[src/rtl/coffee_pkg.sv]
// Shared state encoding for the coffee brew controller.
// Each code doubles as the externally visible phase value.
package coffee_pkg;

  localparam int PHASE_W = 3;

  typedef enum logic [PHASE_W-1:0] {
    ST_IDLE  = 3'b000,
    ST_HEAT  = 3'b001,
    ST_GRIND = 3'b010,
    ST_DOSE  = 3'b100,
    ST_POUR  = 3'b110,
    ST_DONE  = 3'b111
  } state_e;

endpackage

[src/rtl/phase_timer.sv]
// Loadable down-counter that parks at zero; zero_o flags the last cycle
// of a phase.
module phase_timer #(
  parameter int CNT_W = 8
) (
  input  logic             clk,
  input  logic             rst_n,
  input  logic             load_i,
  input  logic [CNT_W-1:0] load_val_i,
  output logic             zero_o
);

  logic [CNT_W-1:0] cnt_q, cnt_d;

  always_comb begin
    cnt_d = cnt_q;
    if (load_i) begin
      cnt_d = load_val_i;
    end else if (cnt_q != '0) begin
      cnt_d = cnt_q - CNT_W'(1);
    end
  end

  always_ff @(posedge clk or negedge rst_n) begin
    if (!rst_n) begin
      cnt_q <= '0;
    end else begin
      cnt_q <= cnt_d;
    end
  end

  assign zero_o = (cnt_q == '0);

endmodule

[src/rtl/coffee_brew_ctrl.sv]
// Brew sequencer: one heat, then grind/dose/pour repeated per cup, then a
// single-cycle DONE. Abort cancels from any busy state.
module coffee_brew_ctrl
  import coffee_pkg::*;
#(
  parameter int CNT_W    = 8,
  parameter int T_HEAT   = 10,
  parameter int T_GRIND  = 5,
  parameter int T_DOSE   = 3,
  parameter int T_POUR   = 8,
  parameter int MAX_CUPS = 4,
  localparam int CUP_W   = $clog2(MAX_CUPS + 1)
) (
  input  logic             clk,
  input  logic             rst_n,
  input  logic             start,
  input  logic [CUP_W-1:0] cups,
  input  logic             abort,
  output logic             busy,
  output logic [2:0]       phase,
  output logic             heater,
  output logic             grinder,
  output logic             doser,
  output logic             pump,
  output logic [CUP_W-1:0] cups_left,
  output logic             done,
  output logic             aborted
);

  localparam longint TMAX = longint'(1) << CNT_W;

  if (T_HEAT < 1 || T_GRIND < 1 || T_DOSE < 1 || T_POUR < 1 ||
      T_HEAT > TMAX || T_GRIND > TMAX || T_DOSE > TMAX || T_POUR > TMAX) begin : g_bad_param
    $error("coffee_brew_ctrl: every phase length must be in 1..2**CNT_W");
  end

  localparam logic [CNT_W-1:0] LD_HEAT  = CNT_W'(T_HEAT - 1);
  localparam logic [CNT_W-1:0] LD_GRIND = CNT_W'(T_GRIND - 1);
  localparam logic [CNT_W-1:0] LD_DOSE  = CNT_W'(T_DOSE - 1);
  localparam logic [CNT_W-1:0] LD_POUR  = CNT_W'(T_POUR - 1);

  function automatic logic [CUP_W-1:0] sat_cups(input logic [CUP_W-1:0] n);
    if (int'(n) > MAX_CUPS) return CUP_W'(MAX_CUPS);
    return n;
  endfunction

  state_e           state_q, state_d;
  logic [CUP_W-1:0] cups_q, cups_d;
  logic             aborted_q, aborted_d;
  logic             tmr_load;
  logic [CNT_W-1:0] tmr_val;
  logic             tmr_zero;

  phase_timer #(.CNT_W(CNT_W)) u_timer (
    .clk        (clk),
    .rst_n      (rst_n),
    .load_i     (tmr_load),
    .load_val_i (tmr_val),
    .zero_o     (tmr_zero)
  );

  always_ff @(posedge clk or negedge rst_n) begin
    if (!rst_n) begin
      state_q   <= ST_IDLE;
      cups_q    <= '0;
      aborted_q <= 1'b0;
    end else begin
      state_q   <= state_d;
      cups_q    <= cups_d;
      aborted_q <= aborted_d;
    end
  end

  // The timer is loaded only on the edge that enters a timed phase.
  always_comb begin
    state_d   = state_q;
    cups_d    = cups_q;
    aborted_d = 1'b0;
    tmr_load  = 1'b0;
    tmr_val   = '0;
    case (state_q)
      ST_IDLE: begin
        if (start && !abort && cups != '0) begin
          state_d  = ST_HEAT;
          cups_d   = sat_cups(cups);
          tmr_load = 1'b1;
          tmr_val  = LD_HEAT;
        end
      end
      ST_HEAT: begin
        if (tmr_zero) begin
          state_d  = ST_GRIND;
          tmr_load = 1'b1;
          tmr_val  = LD_GRIND;
        end
      end
      ST_GRIND: begin
        if (tmr_zero) begin
          state_d  = ST_DOSE;
          tmr_load = 1'b1;
          tmr_val  = LD_DOSE;
        end
      end
      ST_DOSE: begin
        if (tmr_zero) begin
          state_d  = ST_POUR;
          tmr_load = 1'b1;
          tmr_val  = LD_POUR;
        end
      end
      ST_POUR: begin
        if (tmr_zero) begin
          if (cups_q > CUP_W'(1)) begin
            state_d  = ST_GRIND;
            cups_d   = cups_q - CUP_W'(1);
            tmr_load = 1'b1;
            tmr_val  = LD_GRIND;
          end else begin
            state_d = ST_DONE;
            cups_d  = '0;
          end
        end
      end
      ST_DONE: state_d = ST_IDLE;
      default: state_d = ST_IDLE;
    endcase
    if (abort && state_q != ST_IDLE) begin
      state_d   = ST_IDLE;
      cups_d    = '0;
      aborted_d = 1'b1;
      tmr_load  = 1'b0;
    end
  end

  always_comb begin
    busy      = (state_q != ST_IDLE);
    phase     = state_q;
    heater    = (state_q == ST_HEAT);
    grinder   = (state_q == ST_GRIND);
    doser     = (state_q == ST_DOSE);
    pump      = (state_q == ST_POUR);
    done      = (state_q == ST_DONE);
    cups_left = cups_q;
    aborted   = aborted_q;
  end

endmodule

[config.mk]
export PLATFORM = sky130hd
export DESIGN_NAME = coffee_brew_ctrl
export DESIGN_NICKNAME = d
export VERILOG_FILES = /design/src/rtl/coffee_pkg.sv /design/src/rtl/phase_timer.sv /design/src/rtl/coffee_brew_ctrl.sv
export SDC_FILE = /design/constraint.sdc
export NUM_CORES = 1
export LEC_CHECK = 0
export ABC_AREA = 1
export BUFFER_PORTS_ARGS = -buffer_cell sky130_fd_sc_hd__buf_2
export CORE_MARGIN = 2
export CORE_UTILIZATION = 50
export DETAILED_ROUTE_END_ITERATION = 7
export PLACE_DENSITY = 0.77
export SLEW_MARGIN = 25
export SYNTH_ARGS = -nofsm -noshare
export SYNTH_HDL_FRONTEND = slang
export SYNTH_SLANG_ARGS = --single-unit
[constraint.sdc]
create_clock -name clk -period 3.5 [get_ports clk]
set_input_delay 0.525 -clock clk [delete_from_list [all_inputs] [get_ports clk]]
set_output_delay 0.525 -clock clk [all_outputs]
set_load 0.01 [all_outputs]
==> results of run 1 <==
-- Yosys cell counts (all sizes together) --
master	number
nand2	45
inv	25
nor2	20
dfrtp	15
nand3	15
o21ai	9
ha	4
a21oi	3
xnor2	3
xor2	3
o22ai	2
clkinv	1
nand4	1
nor3	1
o21bai	1
or2	1
-- per-layer routing --
metal / track usage / vias to the layer above / share of wire
met5: 0 / - / 0
met4: 0.130 / 0 / 0.026
met3: 0.0121 / 5 / 0.025
met2: 0.331 / 18 / 0.50
met1: 0.236 / 440 / 0.45
li1: - / 512 / -
-- cell type report --
| class | instances | area (sq um) |
|---|---|---|
| sequential | 15 | 375 |
| clock inverter | 1 | 7.51 |
| inverter | 26 | 98.8 |
| fill | 201 | 758 |
| multi-input combinational | 108 | 571 |
| timing repair buffer | 19 | 95.1 |
| clock buffer | 3 | 22.5 |
| tap | 27 | 33.8 |
-- metrics by stage --
| stage | cell area (sq um) | std cells | hold slack, ns |
|---|---|---|---|
| final | 1200 | 199 | 0.110 |
| after global routing | 1200 | 199 | 0.128 |
| after CTS | 1200 | 199 | 0.122 |
| after detailed placement | 1170 | 195 | 0.451 |
| after global placement | 1170 | 195 | 0.438 |
| after floorplan | 1040 | 149 | 0.229 |
-- flip-flops by register name, indices dropped and copies added, names as in the netlist --
name,count
u_timer.cnt_q,8
cups_left,3
phase,3
aborted,1
-- path summary, 6_finish.rpt --
path,endpoint,slack (ns)
worst min register to register,cups_left[1]$_DFFE_PN0P_,0.54
min in group clk,cups_left[1]$_DFFE_PN0P_,0.54
worst max-delay path,busy,1.67
max in group asynchronous,phase[0]$_DFFE_PN0P_,3.13
worst min-delay path,aborted$_DFF_PN0_,0.11
worst max register to register,phase[2]$_DFFE_PN0P_,1.82
-- kinds of logic after synthesis --
group,after synthesis,synth area share
and+or+nand+nor,83,0.371
DFF,15,0.359
buffers and inverters,26,0.0946
xor gates and xnor gates,6,0.0503
adders and majority gates,4,0.0479
AOI/OAI and AO/OA,15,0.0766
-- power groups by stage --
stage,logic [W],registers [W],clock network (W)
2_1_floorplan,0.000425,0.000323,0
3_3_place_gp,0.000555,0.000320,0
3_5_place_dp,0.000569,0.000321,0
4_1_cts,0.000574,0.000318,0.000110
5_1_grt,0.000648,0.000332,0.000118
6_report,0.000569,0.000319,0.000108
-- critical path, cell delays in order (launching register included) --
cell and delay (ns):
dfrtp_1 0.47, nor2_1 0.15, inv_1 0.07, nor2_2 0.12, inv_2 0.07, buf_2 0.14
==> results.sh, run 1 <==
export IMPL_first_pass_iters=4
export IMPL_vias=975
export IMPL_max_slew_margin=0.766
export IMPL_initial_core_util=0.533
export IMPL_fin_ws_ns=1.67
export IMPL_root_buffer="clkbuf_4"
export IMPL_power_density_mw_per_mm2=828
export IMPL_hold_class="in2async"
export IMPL_status="finished clean"
export IMPL_gr_total_overflow=0
export IMPL_ys_top_cells_by_area="dfrtp_1 36%, nand2_1 15%, inv_1 7.9%"
export IMPL_setup_tns_ns=0
export IMPL_cp_data_arrival_time_ns=1.30
export IMPL_drtAntennaViolNets=0
export IMPL_cp_end_kind="primary output"
export IMPL_slew_violations=0
export IMPL_cts_repair_resized=0
export IMPL_die_y_microns=49.7
export IMPL_coreArea_sq_mm=0.00196
export IMPL_portBuffers=19
export IMPL_period_needed_ns=1.83
export IMPL_tightestPinTransition_ns=0.351
export IMPL_max_freq_mhz=547
export IMPL_dp_hpwl_microns=1630
export IMPL_grt_max_degree=16
export IMPL_syn_area_sq_mm=0.00104
export IMPL_post_cts_buffers=0
export IMPL_synth_seq_area_share=0.359
export IMPL_postLayoutCoreUtil=0.614
export IMPL_syn_instance_count=149
export IMPL_drive_gt1_frac=0.227
export IMPL_seqPwrFrac=0.320
export IMPL_ir_drop_mv=0.413
export IMPL_vias_per_cell=4.90
export IMPL_insertedDiodeCount=0
export IMPL_clk_latency_ns=0.30
export IMPL_rsz0062_at_grt="false"
export IMPL_synth_distinct_cells=23
export IMPL_drc_errors=0
export IMPL_p_int_w=0.000509
export IMPL_pre_cts_slack_ns=1.82
export IMPL_clock_sinks=15
export IMPL_final_cell_mix="41 x nand2_1, 22 x inv_1, 19 x buf_2"
export IMPL_p_comb_frac=0.571
export IMPL_finalPower_w=0.000996
export IMPL_dieArea_sq_mm=0.00247
export IMPL_max_cap_viol_count=0
export IMPL_clock_skew_ns=0.00431
export IMPL_switching_power_w=0.000487
export IMPL_hold_viol_final=0
export IMPL_routedWlPerCell_microns=10.6
export IMPL_final_nets=184
export IMPL_ys_warn_count=0
export IMPL_die_x_microns=49.7
export IMPL_clockBufferDepth=2
export IMPL_avgSynthCellArea_sq_um=7.01
export IMPL_crit_fanout=7
export IMPL_setup_violations=0
export IMPL_r2r_cells=9
export IMPL_cts_max_level=1
export IMPL_groute_usage_overall=0.195
export IMPL_post_route_period_util=0.522
export IMPL_antenna_found_initial=0
export IMPL_setup_worst_path_start="phase[2]$_DFFE_PN0P_"
export IMPL_gp_congestion=0.862
export IMPL_cts_hold_fix_buffers=0
export IMPL_critPathRequiredTime_ns=2.97
export IMPL_crit_type="reg2out"
export IMPL_yosysTopAreaCellShare=0.359
export IMPL_grt_pass1_vias=933
export IMPL_clkPwrFrac=0.109
export IMPL_worstReg2RegStart="u_timer.cnt_q[0]$_DFFE_PN0P_"
export IMPL_critPathLaunchType="flip-flop"
export IMPL_ys_ff_latch=15
export IMPL_path_clk_slew_ns=0.10
export IMPL_wirelength_microns=2100
export IMPL_total_leakage_power_nw=0.697
export IMPL_fp_row_count=16
export IMPL_cts_tree="built"
export IMPL_grt_pass1_wl_microns=3720
export IMPL_switching_share=0.489
export IMPL_drt_iter0_drc=18
export IMPL_numCtsBuffers=3
export IMPL_design_portCount=20
export IMPL_synth_nets=160
export IMPL_area_growth_pct=15.2
export IMPL_layout_commonest_cell="nand2_1"
export IMPL_synth_largest_area_cell="dfrtp_1"
Note: power is estimated with default switching activity, not from simulation.
==> inputs of run 2 (changes only) <==
Clock period 3.5 ns to 1.88 ns, I/O delays scaled along.
==> results.sh, run 2 (synthesis results as in run 1) <==
export IMPL_path_clk_slew_ns=0.09
export IMPL_grt_pass1_vias=920
export IMPL_drc_errors=0
export IMPL_antenna_found_initial=0
export IMPL_dp_hpwl_microns=1790
export IMPL_cts_max_level=1
export IMPL_min_from="abort"
export IMPL_clockBufferDepth=2
export IMPL_layout_commonest_cell="nand2_1"
export IMPL_post_route_period_util=0.895
export IMPL_clock_skew_ns=0.00772
export IMPL_max_slew_margin=0.778
export IMPL_design_portCount=20
export IMPL_clk_latency_ns=0.28
export IMPL_first_pass_iters=4
export IMPL_fp_row_count=16
export IMPL_fin_ws_ns=0.197
export IMPL_status="finished clean"
export IMPL_largest_reg_flops=8
export IMPL_cp_end_kind="flip-flop"
export IMPL_crit_fanout=10
export IMPL_area_growth_pct=15.8
export IMPL_hold_viol_final=0
export IMPL_cts_repair_resized=0
export IMPL_critPathRequiredTime_ns=2.06
export IMPL_initial_core_util=0.533
export IMPL_vias_per_cell=4.88
export IMPL_grt_max_degree=16
export IMPL_cp_data_arrival_time_ns=1.87
export IMPL_post_cts_buffers=0
export IMPL_hold_class="in2reg"
export IMPL_coreArea_sq_mm=0.00196
export IMPL_routedWlPerCell_microns=11.1
export IMPL_drive_gt1_frac=0.220
export IMPL_rrSetupSlack_ns=0.20
export IMPL_worstReg2RegStart="u_timer.cnt_q[0]$_DFFE_PN0P_"
export IMPL_power_density_mw_per_mm2=1540
export IMPL_postLayoutCoreUtil=0.617
export IMPL_insertedDiodeCount=0
export IMPL_rsz0062_at_grt="false"
export IMPL_drtAntennaViolNets=0
export IMPL_vias=976
export IMPL_tightestPinTransition_ns=0.334
export IMPL_placed_area_sq_mm=0.00117
export IMPL_groute_usage_overall=0.199
export IMPL_wirelength_microns=2220
export IMPL_drt_iter0_drc=17
export IMPL_clock_sinks=15
export IMPL_total_leakage_power_nw=0.702
export IMPL_finalPower_w=0.00186
export IMPL_r2r_cells=11
export IMPL_slew_violations=0
export IMPL_max_freq_mhz=594
export IMPL_period_needed_ns=1.68
export IMPL_numCtsBuffers=3
export IMPL_crit_type="reg2reg"
export IMPL_die_x_microns=49.7
export IMPL_dieArea_sq_mm=0.00247
export IMPL_r2r_end="u_timer.cnt_q[3]$_DFFE_PN0P_"
export IMPL_grt_pass1_wl_microns=3870
export IMPL_gp_congestion=0.854
export IMPL_final_cell_mix="41 x nand2_1, 22 x inv_1, 19 x buf_2"
export IMPL_setup_violations=0
export IMPL_pre_cts_slack_ns=0.205
export IMPL_cts_tree="built"
export IMPL_root_buffer="clkbuf_4"
export IMPL_critPathLaunchType="flip-flop"
export IMPL_fin_area_sq_mm=0.00121
export IMPL_setup_tns_ns=0
export IMPL_die_y_microns=49.7
export IMPL_final_nets=185
export IMPL_max_cap_viol_count=0
export IMPL_worstHoldEndpoint="aborted$_DFF_PN0_"
export IMPL_gr_total_overflow=0
export IMPL_whs_path_depth=3
export IMPL_regMostFlops="u_timer.cnt_q"
export IMPL_ir_drop_mv=0.832
export IMPL_portBuffers=19
[run 2: cell count changes in the layout (fill, tap and decap cells not counted)]
cell	before	now
clkbuf_1	0	1
dlygate4sd3_1	0	1
clkinvlp_4	1	0
[run 2: worst max-delay path by stage]
| stage | end | start | depth (start not counted) | slack, ns |
|---|---|---|---|---|
| 2_1_floorplan | u_timer.cnt_q[3]$_DFFE_PN0P_ | u_timer.cnt_q[0]$_DFFE_PN0P_ | 11 | 0.40 |
| 4_1_cts | u_timer.cnt_q[3]$_DFFE_PN0P_ | u_timer.cnt_q[0]$_DFFE_PN0P_ | 11 | 0.19 |
| 5_1_grt | u_timer.cnt_q[3]$_DFFE_PN0P_ | u_timer.cnt_q[0]$_DFFE_PN0P_ | 11 | 0.07 |
| 3_5_place_dp | u_timer.cnt_q[3]$_DFFE_PN0P_ | u_timer.cnt_q[0]$_DFFE_PN0P_ | 11 | 0.21 |
| 3_3_place_gp | u_timer.cnt_q[3]$_DFFE_PN0P_ | u_timer.cnt_q[1]$_DFFE_PN0P_ | 11 | 0.34 |
| 6_report | u_timer.cnt_q[3]$_DFFE_PN0P_ | u_timer.cnt_q[0]$_DFFE_PN0P_ | 11 | 0.20 |
[run 2: metal layers]
| metal | vias to the layer above | part of all wire | global-route usage |
|---|---|---|---|
| li1 | 514 | - | - |
| met1 | 443 | 0.45 | 0.246 |
| met2 | 17 | 0.54 | 0.367 |
| met3 | 2 | 0.015 | 0 |
| met4 | 0 | 0.0036 | 0.0787 |
| met5 | - | 0 | 0 |
[run 2: worst max-delay path, stage by stage (launching register included)]
cell	delay (ns)
dfrtp_1	0.40
inv_1	0.11
ha_1	0.16
nand2_1	0.15
nor2_8	0.22
nand3_2	0.10
nand3_1	0.12
nand2_2	0.09
clkinv_2	0.10
nand2_1	0.06
nand2_1	0.06
inv_1	0.03
[run 2: metrics by stage]
stage,cells,hold WS (ns)
finish,200,0.399
global route,200,0.423
CTS,200,0.392
detailed placement,195,0.205
global placement,195,0.200
floorplan,149,-0.0136
[run 2: layout make-up]
| class | count | area, sq um |
|---|---|---|
| clock buffers | 4 | 26.3 |
| fillers | 215 | 752 |
| inverters | 26 | 98.8 |
| multi-input cells | 108 | 571 |
| flip-flops and latches | 15 | 375 |
| well taps | 27 | 33.8 |
| repair buffers | 20 | 105 |
[run 2: report_power, final]
group	internal, W	leakage, nW	switching (W)
clock network	0.0000822	0.0150	0.0000987
registers	0.000463	0.190	0.000134
logic	0.000404	0.497	0.000675
total	0.000950	0.702	0.000908
[run 2: timing repair]
item,4_1_cts,5_1_grt
hold endpoints to repair,15,0
hold buffers,1,0
setup endpoints to repair,0,0
